`src/rtl/instr_fetch_queue.sv`:
```
// Instruction fetch queue: credit-based imem requester feeding a 2-entry decode FIFO.
// Optional misaligned-fetch trap entry enabled by macro IFQ_ALIGN_CHECK_EN.
module instr_fetch_queue (
  input  logic        clk,
  input  logic        reset,
  input  logic [31:0] pc,
  input  logic        flush,
  output logic        pc_advance,
  output logic        imem_req,
  output logic [31:0] imem_addr,
  input  logic        imem_gnt,
  input  logic        imem_rvalid,
  input  logic [31:0] imem_rdata,
  output logic        instr_valid,
  input  logic        instr_ready,
  output logic [31:0] instr,
  output logic [31:0] instr_pc,
  output logic        instr_err
);

  localparam int unsigned XLEN  = 32;
  localparam int unsigned DEPTH = 2;
  localparam int unsigned CNT_W = 2;
  localparam int unsigned SUM_W = 3;
  localparam logic [XLEN-1:0] NOP_INSTR = 32'h0000_0013;

  typedef struct packed {
    logic [XLEN-1:0] instr;
    logic [XLEN-1:0] pc;
    logic            err;
  } entry_t;

  entry_t [DEPTH-1:0]           slot_q, slot_d;
  logic   [DEPTH-1:0]           slot_vld_q, slot_vld_d;
  logic   [DEPTH-1:0][XLEN-1:0] aq_q, aq_d;
  logic                         aq_rd_q, aq_rd_d;
  logic   [CNT_W-1:0]           in_flight_q, in_flight_d;
  logic   [CNT_W-1:0]           discard_q, discard_d;

  logic [XLEN-1:0]  fetch_addr;
  logic [CNT_W-1:0] occupancy;
  logic [SUM_W-1:0] owed;
  logic             credit, misalign, align_stall, align_push;
  logic             req, grant, rsp_valid, rsp_drop, rsp_accept, pop;
  logic             wr_idx;
  entry_t           rsp_entry, align_entry;

  assign fetch_addr = {pc[XLEN-1:2], 2'b00};
  assign occupancy  = CNT_W'(slot_vld_q[0]) + CNT_W'(slot_vld_q[1]);
  assign owed       = SUM_W'(in_flight_q) + SUM_W'(discard_q);

  // A request is only issued when the FIFO is guaranteed room for its response.
  assign credit = ((SUM_W'(occupancy) + SUM_W'(in_flight_q)) < SUM_W'(DEPTH)) &&
                  (discard_q == '0) && !flush && reset && !align_stall;

  assign req        = credit && !misalign;
  assign align_push = credit && misalign;
  assign grant      = req && imem_gnt;

  // Responses with nothing owed (e.g. stragglers from before a reset) are ignored.
  assign rsp_valid  = imem_rvalid && (owed != '0);
  assign rsp_drop   = rsp_valid && ((discard_q != '0) || flush);
  assign rsp_accept = rsp_valid && !rsp_drop;
  assign pop        = slot_vld_q[0] && instr_ready && !flush;
  assign wr_idx     = aq_rd_q ^ in_flight_q[0];

`ifdef IFQ_ALIGN_CHECK_EN
  logic align_stall_q, align_stall_d;

  assign misalign      = (pc[1:0] != 2'b00);
  assign align_stall   = align_stall_q;
  assign align_stall_d = flush ? 1'b0 : (align_stall_q || align_push);

  always_ff @(posedge clk) begin
    if (!reset) align_stall_q <= 1'b0;
    else        align_stall_q <= align_stall_d;
  end
`else
  logic unused_pc_lo;

  assign misalign     = 1'b0;
  assign align_stall  = 1'b0;
  assign unused_pc_lo = ^pc[1:0];
`endif

  always_comb begin
    rsp_entry       = '0;
    rsp_entry.instr = imem_rdata;
    rsp_entry.pc    = aq_q[aq_rd_q];
    align_entry       = '0;
    align_entry.instr = NOP_INSTR;
    align_entry.pc    = pc;
    align_entry.err   = 1'b1;
  end

  // Counters and issued-address queue.
  always_comb begin
    in_flight_d = in_flight_q;
    discard_d   = discard_q;
    aq_d        = aq_q;
    aq_rd_d     = aq_rd_q;
    if (flush) begin
      in_flight_d = '0;
      discard_d   = CNT_W'(owed + SUM_W'(grant) - SUM_W'(rsp_valid));
      aq_rd_d     = 1'b0;
    end else begin
      in_flight_d = in_flight_q + CNT_W'(grant) - CNT_W'(rsp_accept);
      discard_d   = discard_q - CNT_W'(rsp_drop);
      if (grant) aq_d[wr_idx] = fetch_addr;
      aq_rd_d = aq_rd_q ^ rsp_accept;
    end
  end

  // FIFO as a shift pair: slot 0 is always the head; pop first, then pushes in age order.
  always_comb begin
    slot_d     = slot_q;
    slot_vld_d = slot_vld_q;
    if (flush) begin
      slot_d     = '0;
      slot_vld_d = '0;
    end else begin
      if (pop) begin
        slot_d[0]     = slot_q[1];
        slot_vld_d[0] = slot_vld_q[1];
        slot_d[1]     = '0;
        slot_vld_d[1] = 1'b0;
      end
      if (rsp_accept) begin
        if (!slot_vld_d[0]) begin
          slot_d[0]     = rsp_entry;
          slot_vld_d[0] = 1'b1;
        end else begin
          slot_d[1]     = rsp_entry;
          slot_vld_d[1] = 1'b1;
        end
      end
      if (align_push) begin
        if (!slot_vld_d[0]) begin
          slot_d[0]     = align_entry;
          slot_vld_d[0] = 1'b1;
        end else begin
          slot_d[1]     = align_entry;
          slot_vld_d[1] = 1'b1;
        end
      end
    end
  end

  always_ff @(posedge clk) begin
    if (!reset) begin
      slot_q      <= '0;
      slot_vld_q  <= '0;
      aq_q        <= '0;
      aq_rd_q     <= 1'b0;
      in_flight_q <= '0;
      discard_q   <= '0;
    end else begin
      slot_q      <= slot_d;
      slot_vld_q  <= slot_vld_d;
      aq_q        <= aq_d;
      aq_rd_q     <= aq_rd_d;
      in_flight_q <= in_flight_d;
      discard_q   <= discard_d;
    end
  end

  assign imem_req    = req;
  assign imem_addr   = fetch_addr;
  assign pc_advance  = grant || align_push;
  assign instr_valid = slot_vld_q[0];
  assign instr       = slot_q[0].instr;
  assign instr_pc    = slot_q[0].pc;
  assign instr_err   = slot_q[0].err;

endmodule

```
`config.mk`:
```
export PLATFORM = sky130hd
export DESIGN_NAME = instr_fetch_queue
export DESIGN_NICKNAME = d
export VERILOG_FILES = /design/src/rtl/instr_fetch_queue.sv
export SDC_FILE = /design/constraint.sdc
export NUM_CORES = 1
export LEC_CHECK = 0
export ABC_AREA = 1
export CAP_MARGIN = 20
export CORE_MARGIN = 4
export CORE_UTILIZATION = 30
export DETAILED_ROUTE_END_ITERATION = 7
export PLACE_DENSITY_LB_ADDON = 0.2
export RECOVER_POWER = 25
export SYNTH_ARGS = -nofsm -noshare
export SYNTH_HDL_FRONTEND = slang
export SYNTH_SLANG_ARGS = --single-unit
export TNS_END_PERCENT = 30
```
`constraint.sdc`:
```
create_clock -name clk -period 2.8 [get_ports clk]
set_input_delay 0.56 -clock clk [delete_from_list [all_inputs] [get_ports clk]]
set_output_delay 0.56 -clock clk [all_outputs]
set_load 0.005 [all_outputs]
```
* Word level (Yosys, flattened, before mapping)
Cells that the tools add are included.
Widths: inputs -> output; s select.
** Storage, ports and cells
- Register bits :: 201
- Input port bits :: 70
- Output and inout bits :: 100
- Word-level logic and storage cells :: 60
** Cells by class
- $add $sub $neg :: 8
- Order comparisons :: 4
- Mux-type cells :: 14
- Bitwise logic cells :: 4
- Reduce and logical (&&, ||, !) cells :: 18
** Operators by type and width (count)
- $mux 130 :: 2
- $mux 65 :: 2
- $mux 32 :: 3
- $bwmux 64 :: 1
- $demux 32 s1 :: 1
- $logic_and 1x1->1 :: 10
- $mux 2 :: 4
- $add 2x2->3 :: 2
- $sub 2x1->2 :: 3
- $add 2x1->2 :: 2
- $lt 1x2->1 const B :: 2
- $lt 3x2->1 const B :: 1
- $reduce_bool 3->1 :: 1
- $add 1x1->2 :: 1
- $logic_not 1->1 :: 2
- $logic_not 2->1 :: 1
- $not 1->1 :: 2
- $reduce_and 2->1 :: 1
- $reduce_bool 2->1 :: 1
- $reduce_or 2->1 :: 1
- $xor 1x1->1 :: 2
- $ge 1x1->1 const B :: 1
- $logic_or 1x1->1 :: 1
- $mux 1 :: 1

* Longest topological paths before layout
Gate-level depths: netlist (run 1).
- Word-level depth :: 10
- Mapped depth :: 13
- Gate-level depth less buffers :: 12

* Least setup slack after synthesis (run 1)
OpenSTA, ideal clock, no wires.
- Path type :: register to register
- Start point :: reg in_flight_q[0]
- End point :: reg in_flight_q[1]
- Library setup time :: 0.118 ns
- Data arrival time :: 2.120 ns
- Data required time :: 2.682 ns
- Setup slack :: 0.562 ns
- Stages on the path, launching flop included :: 13
- Path buffers :: 1
- Period minus slack after synthesis :: 2.238 ns
- Cells stage by stage :: dfxtp_1 -> ha_1 -> inv_1 -> fa_1 -> nand3_1 -> nand2_1 -> nor2_4 -> buf_2 -> ha_1 -> xor2_1 -> inv_1 -> nor3_1 -> nor2_1
** On the way
- Word-level cells in the longest chain between the ends :: 8
- Elaborated cells between the ends (all ways) :: 14
- Those cells by class :: 4 x add/sub; 1 x order compare; 9 x reduce/logical
** Ends and longest elaborated chain
- start, declared :: line 37 : logic [CNT_W-1:0] in_flight_q, in_flight_d;
- start signal, assigned :: line 162 : in_flight_q <= in_flight_d;
- $add 2x2->3 :: line 53 : assign credit = ((SUM_W'(occupancy) + SUM_W'(in_flight_q)) < SUM_W'(DEPTH)) &&
- $lt 3x2->1 :: line 53
- $logic_and 1x1->1 :: line 53
- $logic_and 1x1->1 (2 in series) :: line 54 : (discard_q == '0) && !flush && reset && !align_stall;
- $logic_and 1x1->1 :: line 58 : assign grant = req && imem_gnt;
- $add 2x1->2 :: line 107 : in_flight_d = in_flight_q + CNT_W'(grant) - CNT_W'(rsp_accept);
- $sub 2x1->2 * :: line 107
Every way passes the cells marked *; elsewhere a longest branch is shown, timed or not.
A chain may end at the register's enable or synchronous reset.

* Worst setup path after layout (run 1)
- Start point :: reg slot_vld_q[0]
- End point :: out pc_advance
** On the way
- Word-level cells in the longest chain between the ends :: 7
** Ends and longest elaborated chain
- start, declared :: line 34 : logic [DEPTH-1:0] slot_vld_q, slot_vld_d;
- start signal, assigned :: line 159 : slot_vld_q <= slot_vld_d;
- $add 1x1->2 :: line 49 : assign occupancy = CNT_W'(slot_vld_q[0]) + CNT_W'(slot_vld_q[1]);
- $add 2x2->3 :: line 53
- $lt 3x2->1 :: line 53
- $logic_and 1x1->1 :: line 53
- $logic_and 1x1->1 (2 in series) :: line 54
- $logic_and 1x1->1 :: line 58
- end, declared :: line 8 : output logic pc_advance,
Every way passes these cells.

==> metrics.md, run 1 <==
| Metric | Value |
|---|---|
| Via count of the routed design | 8141 |
| Highest-delay cell along the critical path | clkdlybuf4s50_1 |
| Fin crit period | 2.62 ns |
| PwrDens | 578 nW/um^2 |
| Starting Density | 30.7% |
| Hold Path Origin | slot_q[65]$_SDFF_PP0_ |
| Leading area contributor after synthesis | dfxtp_1 |
| H-Tree Level Count | 4 |
| Clk slew on worst S/H paths | 0.08 ns |
| Post-CTS Hold Fix Bufs | 0 |
| DIE AREA | 34600 sq um |
| Worst-path fanout max | 4 |
| Core Box Area | 30900 sq um |
| Worst setup path start | slot_vld_q[0]$_SDFF_PP0_ |
| Period utilization | 93.7% |
| Largest net degree at the start of global routing | 82 |
| Tot GR Track Use | 13.9% |
| Avg Synthesized Cell Area | 6.65 sq um |
| Reg area | 3950 sq um |
| Share of the synthesized area in the top cell type | 41.5% |
| Final hold vios | 0 |
| Fin worst setup slack | 0.177 ns |
| TritonCTS buffer count | 17 |
| Clk_skew | 0.0171 ns |
| RSZ-0062 raised after global routing | no |
| RePlAce Congestion | 0.743 |
| WL final | 24.2 mm |
| Boundary pin count | 170 |
| P_leak | 0.00512 uW |
| First-pass GRT wire length | 38.9 mm |
| Number of global-route vias before repair | 7294 |
| Root buffer cell | clkbuf_16 |
| Run status | finished, final reports clean |
| Post-CTS setup buffer count | 0 |
| Top cells by area, synth | dfxtp_1 (42%), nand2_1 (16%), nor2_1 (11%) |
| Vias/cell | 4.37 |
| Die Span X | 186 microns |
| CP arrival | 2.06 ns |
| Max Clk Rate | 0.381 GHz |
| Share of layout cells above drive strength 1 | 5.18% |
| Gate Count Post-Synth | 1429 |
| Yosys warnings | 0 |
| Post-layout net count | 1529 |
| TritonRoute pass-1 iters | 5 |
| Routed length per instance | 13.0 microns |
| Max_slew headroom | 17.4% |
| Clk_lat worst skew | 0.43 ns |
| Worst endpoint required time | 2.24 ns |
| CTS max path bufs | 2 |
| Final setup fails | 0 |
| Post-route ant nets | 0 |
| Number of antenna violations at the first check in global routing | 0 |
| Diode count | 0 |
| Area grow syn2layout | 20.0% |
| Unique masters post-synth | 29 |
| Mapped Area | 9500 sq um |
| Dpl ws | 0.281 ns |
| Worst-Margin Slew | 1.24 ns |
| Crit path top cell by count | nand2_1 |
| Clock sink total | 197 |
| Kind of end point of the critical path | output pin |
| Number of synthesized register bits | 197 |
| Port Buffer Count | 165 |
| TritonCTS clock tree | yes |
| Hold Crit Class | reg -> reg |
| Post-synthesis sequential area ratio | 41.5% |
| Critical path's largest stage delay | 0.49 ns |
| FILL cells | 3252 |
| DRC violations left | 0 |
| Die height | 186 microns |
| Num rows | 64 |
| Maxcap violations | 0 |
| Final Slew Violations | 0 |
| Multi-input combinational cell area | 4020 sq um |
| Setup TNS | 0 ns |
| Final HPWL DP | 15.4 mm |
| CP startpoint kind | flip-flop |
| WS Path Type | reg -> out |
| Overflow after GRT | 0 |
| Worst reg2reg startpoint | slot_vld_q[0]$_SDFF_PP0_ |
| Iter 0 DRT Violations | 475 |
| Critical Path, Cell by Cell | ha_1 > nand2_1 > nand3_1 > nor2_4 > nand2_1 > inv_1 > clkdlybuf4s50_1 |
| Maximum VDD drop | 0.000380 V |
==> worst paths after layout <==
path | slack, ns | cells after the start | end
worst max-delay path | 0.18 | 7 | pc_advance
worst min-delay path | 0.45 | 2 | slot_q[65]$_SDFF_PP0_
worst max register to register | 0.31 | 9 | aq_q[48]$_SDFFE_PN0P_
worst min register to register | 0.45 | 2 | slot_q[65]$_SDFF_PP0_
==> cell type report <==
cell class,count,area share (%)
clock buffers,17,3.73
clock inverters,15,1.54
repair buffers,189,16.8
multi-input cells,938,35.3
well taps,396,4.35
flip-flops and latches,197,34.6
inverters,110,3.67
==> flip-flops by register name, summed over array words and instances (netlist names) <==
register,flops
aq_q,60
aq_rd_q,1
discard_q,2
in_flight_q,2
instr,32
instr_err,1
instr_pc,32
slot_q,65
slot_vld_q,2
==> per-layer routing <==
layer / GRT usage [%] / routed length, microns / up-vias / share of wire, %
li1: - / - / 4347 / -
met1: 20.5 / 12600 / 3612 / 52
met2: 21.0 / 10300 / 172 / 43
met3: 2.76 / 1060 / 10 / 4.4
met4: 2.74 / 184 / 0 / 0.76
met5: 0 / 0 / - / 0
==> cells in the mapped netlist <==
cell and n:
conb_1 1, nand3_1 87, or2_2 1, a21oi_1 8, a22oi_1 26, nand3b_1 1
xor2_1 2, nor2_1 278, buf_6 1, nor2_2 1, nand3_2 2, buf_1 3
inv_1 104, dfxtp_1 197, clkbuf_2 1, buf_4 101, nand2_4 1, nand2_2 5
nor3_1 7, o21ai_1 30, nor2_4 2, buf_2 36, ha_1 5, inv_2 6
o21ai_0 79, fa_1 1, xnor2_1 2, clkbuf_1 43, nand2_1 398
==> cells by family after synthesis <==
logic type	after synthesis	synth area share, %
buffers and inverters	295	16.2
AND/OR/NAND/NOR	783	32.8
adder cells (fa/ha/maj)	6	0.869
XOR/XNOR	4	0.369
AO/OA/AOI/OAI	143	8.22
other	1	0.0395
flip-flops	197	41.5
==> timing repair <==
| action | 4_1_cts | 5_1_grt |
|---|---|---|
| hold endpoints to repair | 0 | 0 |
| endpoints found under the setup margin | 0 | 1 |
| gates resized for setup | 0 | 1 |
==> cell usage in the layout (no fill, tap or decap), drive strengths merged <==
cell type | netlist | layout
clkbuf | 44 | 19
ha | 5 | 5
nand2 | 404 | 404
conb | 1 | 2
xor2 | 2 | 2
a22oi | 26 | 26
clkdlybuf4s50 | 0 | 140
dlygate4sd3 | 0 | 24
nand3 | 89 | 89
fa | 1 | 1
buf | 141 | 23
o21ai | 109 | 109
nor3 | 7 | 7
or2 | 1 | 1
inv | 110 | 120
nand3b | 1 | 1
a21oi | 8 | 8
clkinv | 0 | 4
xnor2 | 2 | 2
clkinvlp | 0 | 1
dfxtp | 197 | 197
nor2 | 281 | 281
==> where the power goes <==
part / leakage (uW) / internal [uW] / switching (uW)
Clock: 0.000292 / 1220 / 1280
Combinational: 0.00324 / 471 / 642
Sequential: 0.00159 / 2910 / 61.3
==> critical path, delay by kind of cell (launching register included) <==
| family | cells | cell delay (ns) |
|---|---|---|
| adders and majority gates | 1 | 0.26 |
| buffers and inverters | 2 | 0.55 |
| DFF | 1 | 0.41 |
| and+or+nand+nor | 4 | 0.43 |
==> through the flow <==
stage / std cells / utilization [%] / power [uW] / instance area, sq um / hold slack [ns]
floorplan: 1430 / - / 3790 / 9500 / 0.424
global placement: 1830 / 35.1 / 4170 / 10800 / 0.435
detailed placement: 1830 / 35.1 / 4170 / 10800 / 0.440
CTS: 1862 / 37.0 / 6710 / 11400 / 0.453
global route: 1862 / 36.9 / 6980 / 11400 / 0.482
finish: 1862 / 36.9 / 6590 / 11400 / 0.450
(Power assumes the default switching activity.)
==> run 2, diff against run 1 <==
Settings changed: SLEW_MARGIN set to 20.
==> results of run 2 <==
No change in the layout: final DEF, timing and power equal those of run 1.
